**config.mk**
```make
export PLATFORM = sky130hd
export DESIGN_NAME = sat_counter
export DESIGN_NICKNAME = d
export VERILOG_FILES = /design/src/rtl/moore_sequence_checker_sat_counter.sv
export SDC_FILE = /design/constraint.sdc
export NUM_CORES = 1
export LEC_CHECK = 0
export ABC_AREA = 1
export CAP_MARGIN = 20
export CORE_AREA = 2 2 39 41
export CTS_CLUSTER_SIZE = 8
export DETAILED_ROUTE_END_ITERATION = 7
export DIE_AREA = 0 0 41 43
export DONT_BUFFER_PORTS = 1
export GPL_TIMING_DRIVEN = 0
export PLACE_DENSITY = 0.62
export SYNTH_ARGS = -nofsm -noshare
export SYNTH_HDL_FRONTEND = slang
export SYNTH_SLANG_ARGS = --single-unit
```
**constraint.sdc**
```tcl
create_clock -name clk -period 4 [get_ports clk]
set_clock_uncertainty 0.1 [all_clocks]
set_input_delay 0.4 -clock clk [delete_from_list [all_inputs] [get_ports clk]]
set_output_delay 0.4 -clock clk [all_outputs]
set_load 0.05 [all_outputs]
```
**src/rtl/moore_sequence_checker_sat_counter.sv**
```systemverilog
// Saturating up-counter: increments on inc, sticks at all-ones.
module sat_counter #(
   parameter int W = 8
) (
   input  logic         clk,
   input  logic         reset,
   input  logic         inc,
   output logic [W-1:0] cnt
);

   logic [W-1:0] cnt_reg;

   always_ff @(posedge clk or negedge reset) begin
      if (!reset) begin
         cnt_reg <= '0;
      end else if (inc && (cnt_reg != {W{1'b1}})) begin
         cnt_reg <= cnt_reg + W'(1);
      end
   end

   assign cnt = cnt_reg;

endmodule

```
; After elaboration in Yosys (flattened, before gate mapping)
; Index checks and enable logic that the tools add are counted.
; Widths: inputs -> output; s select.
[op_classes]
n_eq_ne = 1
n_reduce_logical = 1
add_sub_neg = 1
[op_table]
columns = operator, n
row1 = $add 8x1->8 const B, 1
row2 = $ne 8x8->1 const B, 1
row3 = $logic_and 1x1->1, 1
[totals]
word_cells = 4
ff_bits = 8
out_inout_bits = 8
inputBits = 3

; Logic depth before layout (Yosys ltp)
[logic_depth]
word_depth = 2
mapped_depth = 8
mapped_depth_nobuf = 8

; Worst setup path before layout
; OpenSTA, ideal clock, no wires.
[synth_path]
path_type = register to register
start = register cnt_reg[0] (netlist: cnt[0])
end = register cnt_reg[4] (netlist: cnt[4])
synth_period_minus_slack_ns = 1.689
path_buffers = 0
arrival_ns = 1.471
stages_incl_launch_ff = 9
setup_time_ns = 0.118
t_required_ns = 3.782
path_slack_ns = 2.311
path_cell_list = dfrtp_1 -> ha_1 -> inv_1 -> nor2_4 -> nand2_4 -> nand2_8 -> inv_4 -> nand2_1 -> nand2_1
[synth_between]
elab_chain_cells = 2
elab_cells_between_ends = 3
classes_between = 1 x add/sub / 1 x eq/ne / 1 x reduce/logical
[synth_rtl]
columns = element, line_no
row1 = start: declaration, 11  ; logic [W-1:0] cnt_reg;
row2 = start signal: assignment, 17  ; cnt_reg <= cnt_reg + W'(1);
row3 = branches (longest 2 deep; another with $add 8x1->8), n/a
; Several ways; the timed one is not identified.
; A chain may end at the register's enable or synchronous reset.

; Worst setup path after layout
; Same ends and word-level chain as after synthesis.

==> reports/metrics.csv <==
metric,value,unit
status,"finished, final reports clean",
grt_pass1_wl,1500,um
viasPerCell,4.84,
post_cts_buffers,0,
power.density,672,nW/um^2
core_area,1380,sq um
final_antenna_net_count,0,
post_cts_resized,0,
largest_reg_flops,8,
hold_path_class,in -> reg,
hpwl,702,um
port_buffers,0,
io_pins,11,
dp_cells,79,
clk_pin_slew,0.06,ns
cts_tree,done,
numCtsBuffers,3,
clockBufferDepth,2,
fillers,151,
dpl_cell_area,503,sq um
clock_latency,0.26,ns
cap_violations,0,
final_cell_area,536,sq um
post_drt_wl_per_cell,11.5,um
die_area,1760,sq um
synth_largest_area_cell,dfrtp_1,
drtPass1Iterations,3,
multi_input_area,258,sq um
syn_area_per_cell,7.67,sq um
drtIter0Drc,10,
regArea,200,sq um
synth_nets,67,
final_nets,73,
grt_max_degree,9,
final_cell_count_no_fill,83,
route.detailed.drc,0,
finalCoreUtilization,38.7,%
syn_to_final_growth,10.9,%
rsz0062_at_grt,false,
timing.final.crit_share,45.9,%
tightest_slew,0.627,ns
leakagePower,0.260,nW
setup_viol,0,
crit_fanout,7,
routed_wl,951,um
setup.worst_path.end_class,register,
gp_congestion,0.705,
diodes,0,
synth-seq-cells,8,
hold_viol_final,0,
yosysTopAreaCellShare,41.5,%
globalRouteOverflowTotal,0,
antenna_found_initial,0,
grt_use_total,13.1,%
fin_tns_setup,0,ns
yosysWarningCount,0,
critical_path_class,reg -> reg,
fp.dieH,43,um
rows,14,
critPathLaunchType,register,
cts.htree.levels,1,
start_util,34.9,%
synth_cells,63,
synth_area_leaders,"dfrtp_1 (41%), nand2_1 (21%), nor2_1 (4.7%)",
slew_viol_final,0,
ys_types,18,
synth_area,483,sq um
max-slew-margin-rel,58.2,%
fp.dieW,41,um
root_buffer,clkbuf_4,
fin_crit,1.84,ns
holdBufCountCts,1,
cts_num_sinks,8,
crit_arrival,1.88,ns
vdd_drop_max,0.329,mV
grt_pass1_vias,359,
final_layout_size_suffix_gt1_share,14.9,%
fmax,545,MHz
critical_path_required,4.05,ns
num_vias,402,
synth-seq-area-share,41.5,%
cells in the mapped netlist:
| library cell | count |
|---|---|
| a21oi_1 | 1 |
| ha_1 | 1 |
| nand2_8 | 1 |
| nor2_1 | 6 |
| nand2_1 | 27 |
| xnor2_1 | 1 |
| xor2_1 | 1 |
| nand3_1 | 3 |
| inv_1 | 5 |
| nand2_4 | 1 |
| o21ai_0 | 1 |
| nor3b_1 | 1 |
| nand2_2 | 1 |
| nor2_2 | 1 |
| dfrtp_1 | 8 |
| nor3_1 | 1 |
| nor2_4 | 2 |
| inv_4 | 1 |
layer usage:
| metal | share of wire [%] | wire length, um | track usage (%) |
|---|---|---|---|
| met1 | 47 | 446 | 17.1 |
| met2 | 45 | 432 | 16.9 |
| met3 | 5.8 | 55 | 6.28 |
| met4 | 1.7 | 16 | 8.00 |
| met5 | 0 | 0 | 0 |
final cells by class:
| type | count | share of cell area (%) |
|---|---|---|
| Multi-Input combinational cell | 49 | 48.1 |
| Clock buffer | 3 | 4.21 |
| Sequential cell | 8 | 37.4 |
| Inverter | 6 | 4.67 |
| Tap cell | 16 | 3.74 |
| Timing Repair Buffer | 1 | 1.87 |
final timing paths:
| kind | start | endpoint | slack (ns) | cells past startpoint |
|---|---|---|---|---|
| worst max-delay path | cnt[0] | cnt[4] | 2.16 | 8 |
| worst min-delay path | inc | cnt[1] | 0.22 | 3 |
| worst max register to register | cnt[0] | cnt[4] | 2.16 | 8 |
| worst min register to register | cnt[1] | cnt[1] | 0.71 | 2 |
| max in group asynchronous | reset | cnt[2] | 3.13 | 1 |
| min in group asynchronous | reset | cnt[6] | 0.39 | 1 |
through the flow:
step	total power, mW	hold slack (ns)	setup slack (ns)
floorplan	0.278	0.00441	2.31
global placement	0.292	0.00458	2.18
detailed placement	0.295	0.00458	2.17
CTS	0.364	0.227	2.16
global route	0.383	0.232	2.09
finish	0.360	0.224	2.16
placed cells by master, fill, tap and decap left out:
master         instances
nor2_1                 6
nand2_1               27
nand3_1                3
ha_1                   1
nor2_4                 2
dlygate4sd3_1          1
nand2_4                1
xnor2_1                1
inv_1                  5
nor2_2                 1
clkbuf_4               3
nor3_1                 1
xor2_1                 1
nand2_8                1
a21oi_1                1
dfrtp_1                8
nor3b_1                1
o21ai_0                1
inv_4                  1
nand2_2                1
kinds of logic (layout without fill, tap and decap cells):
group,after synthesis,after routing,share of synthesized area [%]
flops,8,8,41.5
xor+xnor,2,2,3.63
fa+ha+maj,1,1,2.59
compound gates,2,2,2.07
buf+inv,6,10,5.18
simple gates,44,44,45.1
power by group:
| group | total [mW] | leakage, nW | internal (mW) | switching (mW) |
|---|---|---|---|---|
| clock network | 0.0651 | 0.0138 | 0.0346 | 0.0305 |
| registers | 0.226 | 0.0980 | 0.102 | 0.123 |
| logic | 0.0693 | 0.148 | 0.0297 | 0.0396 |
| total | 0.360 | 0.260 | 0.166 | 0.194 |
worst max-delay path, cell delays in order (launching register included):
cell and delay, ns:
dfrtp_1 0.74, ha_1 0.32, inv_1 0.09, nor2_4 0.14, nand2_4 0.10, nand2_8 0.09, inv_4 0.04, nand2_1 0.06
nand2_1 0.04
No activity file was read; power rests on OpenSTA's default activity.
